===== config.mk =====
export PLATFORM = sky130hd
export DESIGN_NAME = fetch_unit
export DESIGN_NICKNAME = d
export VERILOG_FILES = /design/src/rtl/cpu_pkg.sv /design/src/rtl/next_pc_sel.sv /design/src/rtl/fetch_unit.sv
export SDC_FILE = /design/constraint.sdc
export NUM_CORES = 1
export LEC_CHECK = 0
export ABC_AREA = 0
export CAP_MARGIN = 20
export CORE_MARGIN = 2
export CORE_UTILIZATION = 36
export DETAILED_ROUTE_END_ITERATION = 12
export PLACE_DENSITY = 0.66
export SLEW_MARGIN = 20
export SYNTH_ARGS = -nofsm -noshare
export SYNTH_HDL_FRONTEND = slang
export SYNTH_SLANG_ARGS = --single-unit
export TNS_END_PERCENT = 1

===== constraint.sdc =====
create_clock -name clk -period 6.1 [get_ports clk]
set_input_delay 1.22 -clock clk [delete_from_list [all_inputs] [get_ports clk]]
set_output_delay 1.22 -clock clk [all_outputs]
set_load 0.05 [all_outputs]

===== src/rtl/cpu_pkg.sv =====
// cpu_pkg: shared fetch-stage types, instruction field positions and opcode encodings.
package cpu_pkg;
    typedef enum logic [1:0] {IDLE, FETCH, ISSUE} fetch_state_t;
    localparam int OPCODE_MSB = 31;
    localparam int OPCODE_LSB = 27;
    localparam int IMM_W = 16;
    localparam int JADDR_W = 27;
    localparam logic [4:0] OP_ADD = 5'b01000;
    localparam logic [4:0] OP_BEQ = 5'b11100;
    localparam logic [4:0] OP_BNE = 5'b11101;
    localparam logic [4:0] OP_J = 5'b00000;
    localparam logic [4:0] OP_JAL = 5'b00001;
    localparam logic [4:0] OP_JR = 5'b00010;
endpackage


===== src/rtl/next_pc_sel.sv =====
// next_pc_sel: next-PC mux (jr > jump > taken branch > sequential) with branch-target adder.
module next_pc_sel
    import cpu_pkg::*;
#(
    parameter int ADDR_W = 32
) (
    input  logic [ADDR_W-1:0]  pc_plus4,
    input  logic [IMM_W-1:0]   imm,
    input  logic [JADDR_W-1:0] jaddr,
    input  logic               branch,
    input  logic               branch_ne,
    input  logic               zero,
    input  logic               jump,
    input  logic               jr_select,
    input  logic [ADDR_W-1:2]  jr_hi,
    output logic [ADDR_W-1:0]  next_pc
);
    logic [ADDR_W-1:0] jump_tgt, br_tgt, jmask;
    logic              take;
    always_comb begin
        // jump keeps only pc_plus4 bits above the 29-bit word-aligned jump field
        jmask    = ADDR_W'({(JADDR_W+2){1'b1}});
        jump_tgt = (pc_plus4 & ~jmask) | ADDR_W'({jaddr, 2'b00});
        br_tgt   = pc_plus4 + (ADDR_W'($signed(imm)) << 2);
        take     = branch & (zero ^ branch_ne);
        next_pc  = jr_select ? {jr_hi, 2'b00} : jump ? jump_tgt : take ? br_tgt : pc_plus4;
    end
endmodule


===== src/rtl/fetch_unit.sv =====
// fetch_unit: PC, imem handshake FSM, instruction register and retired-instruction counter.
module fetch_unit
    import cpu_pkg::*;
#(
    parameter int              ADDR_W   = 32,
    parameter logic [ADDR_W-1:0] RESET_PC = '0,
    parameter int              CNT_W    = 32
) (
    input  logic              clk,
    input  logic              rst_n,
    output logic              imem_req,
    output logic [ADDR_W-1:0] imem_addr,
    input  logic              imem_ack,
    input  logic [31:0]       imem_rdata,
    output logic [31:0]       instr,
    output logic [4:0]        op_code,
    output logic              instr_valid,
    output logic [ADDR_W-1:0] pc,
    output logic [ADDR_W-1:0] pc_plus4,
    input  logic              exec_done,
    input  logic              branch,
    input  logic              branch_ne,
    input  logic              zero,
    input  logic              jump,
    input  logic              jr_select,
    input  logic [ADDR_W-1:0] jr_target,
    output logic              misalign_err,
    output logic [CNT_W-1:0]  retired
);
    fetch_state_t      state, state_next;
    logic [ADDR_W-1:0] next_pc;
    logic              load, retire;

    next_pc_sel #(.ADDR_W(ADDR_W)) u_sel (
        .pc_plus4  (pc_plus4),
        .imm       (instr[IMM_W-1:0]),
        .jaddr     (instr[JADDR_W-1:0]),
        .branch    (branch),
        .branch_ne (branch_ne),
        .zero      (zero),
        .jump      (jump),
        .jr_select (jr_select),
        .jr_hi     (jr_target[ADDR_W-1:2]),
        .next_pc   (next_pc)
    );

    always_ff @(posedge clk or negedge rst_n)
        if (!rst_n) state <= IDLE;
        else        state <= state_next;

    always_comb begin
        load        = (state == FETCH) && imem_ack;
        retire      = (state == ISSUE) && exec_done;
        state_next  = state == IDLE ? FETCH : load ? ISSUE : retire ? FETCH : state;
        imem_req    = state == FETCH;
        instr_valid = state == ISSUE;
        imem_addr   = pc;
        pc_plus4    = pc + ADDR_W'(4);
        op_code     = instr[OPCODE_MSB:OPCODE_LSB];
    end

    always_ff @(posedge clk or negedge rst_n)
        if (!rst_n) begin
            pc           <= RESET_PC;
            instr        <= '0;
            misalign_err <= 1'b0;
            retired      <= '0;
        end else begin
            if (load) instr <= imem_rdata;
            if (retire) begin
                pc      <= next_pc;
                retired <= retired + CNT_W'(1);
                if (jr_select && (jr_target[1:0] != 2'b00)) misalign_err <= 1'b1;
            end
        end
endmodule


== Word-level counts from Yosys, hierarchy flattened ==
Index checks and enable logic that the tools add are counted.

* Register bits: 99
* Bits in latches: 0
* Memory bits (writable): 0
* ROM bits: 0
* Input bits: 73
* Output and inout bits: 168
* Logic and storage cells: 26
* Memories: 0

* Add/sub/neg operators: 3
* Multipliers: 0
* Div/mod/pow operators: 0
* $lt $le $gt $ge: 0
* Equality and inequality tests: 2
* Shift-type cells: 0
* Muxes and demuxes: 6
* Bitwise logic cells: 3
* Reductions and logical operators: 7

{| class="wikitable"
|+ Operators by type and width
! cell !! count
|-
| 32-bit two-way mux || 3
|-
| 32-bit by 1-bit adder with 32-bit output, second input constant || 1
|-
| 32-bit by 3-bit adder with 32-bit output, second input constant || 1
|-
| 32-bit adder || 1
|-
| 32-bit by 29-bit OR with 32-bit output || 1
|-
| 2-bit two-way mux || 3
|-
| 1-bit logical AND || 3
|-
| 3-bit nonzero test || 1
|-
| 2-bit by 1-bit equality test with 1-bit output, second input constant || 1
|-
| 2-bit equality test, second input constant || 1
|-
| 2-bit logical NOT || 1
|-
| 2-bit AND reduction || 1
|-
| 2-bit nonzero test || 1
|-
| 1-bit AND || 1
|-
| 1-bit bitwise XOR || 1
|}

== Longest topological paths before layout ==
* Depth in word-level cells: 5
* Mapped depth: 16
* Mapped depth without buffers: 15

== By module ==
From an unflattened synthesis, not the netlist that was laid out.

* Cell total of the unflattened synthesis: 831
* Area, all modules: 7,359.6 um2

{| class="wikitable"
|+ By module, submodules not included
! module !! times used !! cells each !! area an instance (um2) !! sequential area each (um2)
|-
| fetch_unit || 1 || 477 || 5,046.1 || 2,477.4
|-
| next_pc_sel || 1 || 354 || 2,313.5 || 0.0
|}

== Worst setup path before layout ==
No wires, ideal clock.

* Path type: flip-flop to flip-flop
* Start point: register pc[2], in the netlist imem_addr[2]
* End point: register pc[31], in the netlist imem_addr[31]
* Setup time: 0.120 ns
* Data arrival time: 4.652 ns
* Data required time: 5.980 ns
* Path slack: 1.327 ns
* Stages on the path, launching flop included: 17
* Path buffers: 1
* Period minus slack after synthesis: 4.773 ns
* Path through: dfrtp_1 > ha_1 > inv_1 > or3_1 > nor3_4 > nand3_1 > xnor2_1 > ha_1 > clkbuf_1 > a21oi_1 > o21ai_0 > a2111oi_0 > nor3_1 > a21oi_1 > o21ai_1 > xnor2_1 > a41o_1

* Word-level cells in the longest chain between the ends: 5
* Elaborated cells on any way between the ends: 6
* Those cells by class: 2 x add/sub; 3 x mux; 1 x bitwise

{| class="wikitable"
|+ RTL lines
! item !! RTL line !! text
|-
| from (decl) || fetch_unit.sv:18 || <nowiki>output logic [ADDR_W-1:0] pc,</nowiki>
|-
| from (signal assigned) || fetch_unit.sv:71 || <nowiki>pc <= next_pc;</nowiki>
|-
| 32-bit by 3-bit adder with 32-bit output || fetch_unit.sv:58 || <nowiki>pc_plus4 = pc + ADDR_W'(4);</nowiki>
|-
| via pc_plus4[26] || fetch_unit.sv:19 || <nowiki>output logic [ADDR_W-1:0] pc_plus4,</nowiki>
|-
| 32-bit adder || next_pc_sel.sv:24 || <nowiki>br_tgt = pc_plus4 + (ADDR_W'($signed(imm)) << 2);</nowiki>
|-
| 32-bit two-way mux (3 in series) || next_pc_sel.sv:26 || <nowiki>next_pc = jr_select ? {jr_hi, 2'b00} : jump ? jump_tgt : take ? br_tgt : pc_plus4;</nowiki>
|}

The timed path passes the listed nets, and every way through them passes these cells.
A chain may end at the register's enable or synchronous reset.

== Worst setup path in the final report ==
* Start point: register pc[2], in the netlist imem_addr[2]
* End point: output pc_plus4[26]

* Word-level cells in the longest chain between the ends: 1

{| class="wikitable"
|+ RTL lines
! item !! RTL line
|-
| 32-bit by 3-bit adder with 32-bit output || fetch_unit.sv:58
|-
| to (decl) || fetch_unit.sv:19
|}

No other way between the ends.

==> impl_metrics.tcl <==
set metrics [dict create \
    synthFlopType "dfrtp_1" \
    rrSetupSlack_ns 1.74 \
    holdWs_ns 0.4694 \
    rsz0062_at_grt "false" \
    grt_first_pass_wirelength_mm 38.36 \
    r2r-start "imem_addr[2]$_DFFE_PN0P_" \
    globalplace.congestion 0.9109 \
    core_um2 19460 \
    hp-class "reg2reg" \
    synth.most_common_cell "dfrtp_1" \
    cts_buffer_depth 2 \
    synth_area_leader_cell "dfrtp_1" \
    ant_nets 0 \
    max_freq_ghz 0.2067 \
    cts_tree "yes" \
    setup_tns_ns 0 \
    worstHoldPathCells 1 \
    status "completed" \
    peakVddDrop_v 0.0004235 \
    drive_gt1_share_pct 9.109 \
    startpoint_type "flip-flop" \
    cts_sinks 97 \
    total_power_uw 6617 \
    path_class "reg2out" \
    critPathSlowestCell "clkdlybuf4s50_1" \
    cp.arrival_ns 3.62 \
    post-place-ws_ns 1.752 \
    cellPowerDensity_nw_per_um2 675.4 \
    grt_pass1_vias 6681 \
    setup_violations 0 \
    reg2reg_to "imem_addr[31]$_DFFE_PN0P_" \
    tightest_slew_ns 0.9434 \
    synthDominantCellAreaShare_pct 33.94 \
    cp.required_ns 4.88 \
    synthTopCellsByArea "dfrtp_1 (34%), xnor2_1 (7.2%), ha_1 (6.5%)" \
    critPathCaptureType "primary output" \
    initial_core_util_pct 36.75 \
    reg2regPathDepth 15 \
    setup_slack_ns 1.261 \
    synth_warnings 0 \
    portBuffers 234 \
    hold_viol 0 \
    grt_max_degree 50 \
    nets 1094 \
    crit_family "simple AND/OR/NAND/NOR gates" \
    skew_ns 0.007412 \
    yosys-top-cells-count "dfrtp_1 (97), nand2_1 (76), a21oi_1 (66), xnor2_1 (59), nor2_1 (52)" \
    die_x_um 144.9 \
    dp_hpwl_mm 18.06 \
    critPathMaxStageDelay_ns 0.89 \
    cts_buffers 9 \
    worstSkewPairLatency_ns 0.37 \
    synth_area_um2 7152 \
    synth_edf_count 0 \
    critPathBufInv 2 \
    syn_to_final_growth_pct 37.00 \
    slew_headroom_pct 36.88 \
    cts.clk_slew.worst_paths_ns 0.08 \
    crit_chain "ha_1 -> inv_1 -> or3_1 -> nor3_4 -> nand3_1 -> xnor2_1 -> clkdlybuf4s50_1" \
    ctsHtreeMaxLevel 3 \
    period_share_pct 79.32 \
    num_rows 51 \
    die_y_um 144.9 \
    dieArea_um2 21010 \
    period_needed_ns 4.839 \
    drc 0 \
    async_flop_share_pct 100.0 \
    dr.pass1.iters 5 \
    timing.final.max_slew_violations 0 \
    ios 241 \
    cts_resized 0 \
    p_leak_uw 0.004033 \
    ys_seq_elements 97 \
    holdPathEnd "misalign_err$_DFFE_PN0P_" \
    cts_setup_buffers 0 \
    routed-via-count 6767 \
    synth_seq_area_share_pct 33.94 \
    worstHoldStart "misalign_err$_DFFE_PN0P_" \
    vias_per_cell 5.401 \
    drtIter0Drc 489 \
    postSynthAreaPerCell_um2 9.007 \
    syn_inst 794 \
    cap_violations 0 \
    wl_per_cell_um 19.55 \
    cts-root-buf "clkbuf_16" \
    synth.distinct_cells 77 \
    drt-total-wl_mm 24.49 \
    crit_fanout 7 \
    n_antenna_cell 0 \
    gr-total-overflow 0 \
    antenna_found_initial 0 \
    grt_use_total_pct 23.02 \
    cts_hold_buf 0 \
]
## worst max-delay path by stage
stage	startpoint	endpoint	cells past startpoint
3_3_place_gp	imem_addr[2]$_DFFE_PN0P_	pc_plus4[26]	7
3_5_place_dp	imem_addr[2]$_DFFE_PN0P_	pc_plus4[26]	7
2_1_floorplan	imem_addr[2]$_DFFE_PN0P_	imem_addr[31]$_DFFE_PN0P_	16
6_report	imem_addr[2]$_DFFE_PN0P_	pc_plus4[26]	7
4_1_cts	imem_addr[2]$_DFFE_PN0P_	pc_plus4[26]	7
5_1_grt	imem_addr[2]$_DFFE_PN0P_	pc_plus4[26]	7
## layout by cell type (no fill, tap or decap), drive strengths merged, types with 9 or more instances in the layout
cell type and instances:
xnor2 59, inv 18, nand2 77, o21ai 53, clkdlybuf4s50 233, a21oi 68, nand3 33, xor2 25
ha 37, mux2 33, dfrtp 97, nor3 19, clkbuf 9, nor2 54, nand4 17, buf 10
and3 20
## cell families (layout without fill, tap and decap cells)
group,Yosys count,count (layout),synth area share (%)
multiplexers,35,35,5.528
buffers and inverters,85,274,6.665
AO/OA/AOI/OAI,197,197,17.90
AND/OR/NAND/NOR,257,257,18.77
flip-flops,97,97,33.94
XOR/XNOR,84,84,10.39
other,1,6,0.05243
adder cells (fa/ha/maj),38,38,6.753
## sequential cells by signal, indices dropped and copies added, names as in the netlist
signal and flops:
state 2, misalign_err 1, retired 32, imem_addr 30
instr 32
## layout make-up
| type | instances | area (um2) |
|---|---|---|
| Timing Repair Buffer | 243 | 2407 |
| Tap cell | 265 | 331.6 |
| Clock buffer | 9 | 225.2 |
| Sequential cell | 97 | 2427 |
| Fill cell | 1840 | 9664 |
| Inverter | 15 | 56.30 |
| Multi-Input combinational cell | 617 | 4272 |
| Clock inverter | 7 | 78.83 |
## power breakdown
part | leakage (uW) | total (uW) | internal, uW | switching (uW)
logic | 0.00267 | 4810 | 1720 | 3090
registers | 0.00121 | 1200 | 863 | 339
clock network | 0.000150 | 607 | 294 | 313
total | 0.00403 | 6620 | 2870 | 3740
## per-stage QoR
step	area (um2)	instances	utilization, %
final	9798	1253	50.34
after global routing	9798	1253	50.34
after CTS	9798	1253	50.34
after detailed placement	9494	1237	48.78
after global placement	9494	1237	48.78
after floorplan	7171	799	-
## layer usage
metal,routed length [um],GRT usage [%],up-vias
li1,-,-,3186
met2,11670,38.10,232
met1,10980,30.85,3321
met4,462,7.327,0
met5,0,0,-
met3,1378,3.648,28
(Power assumes the default switching activity.)
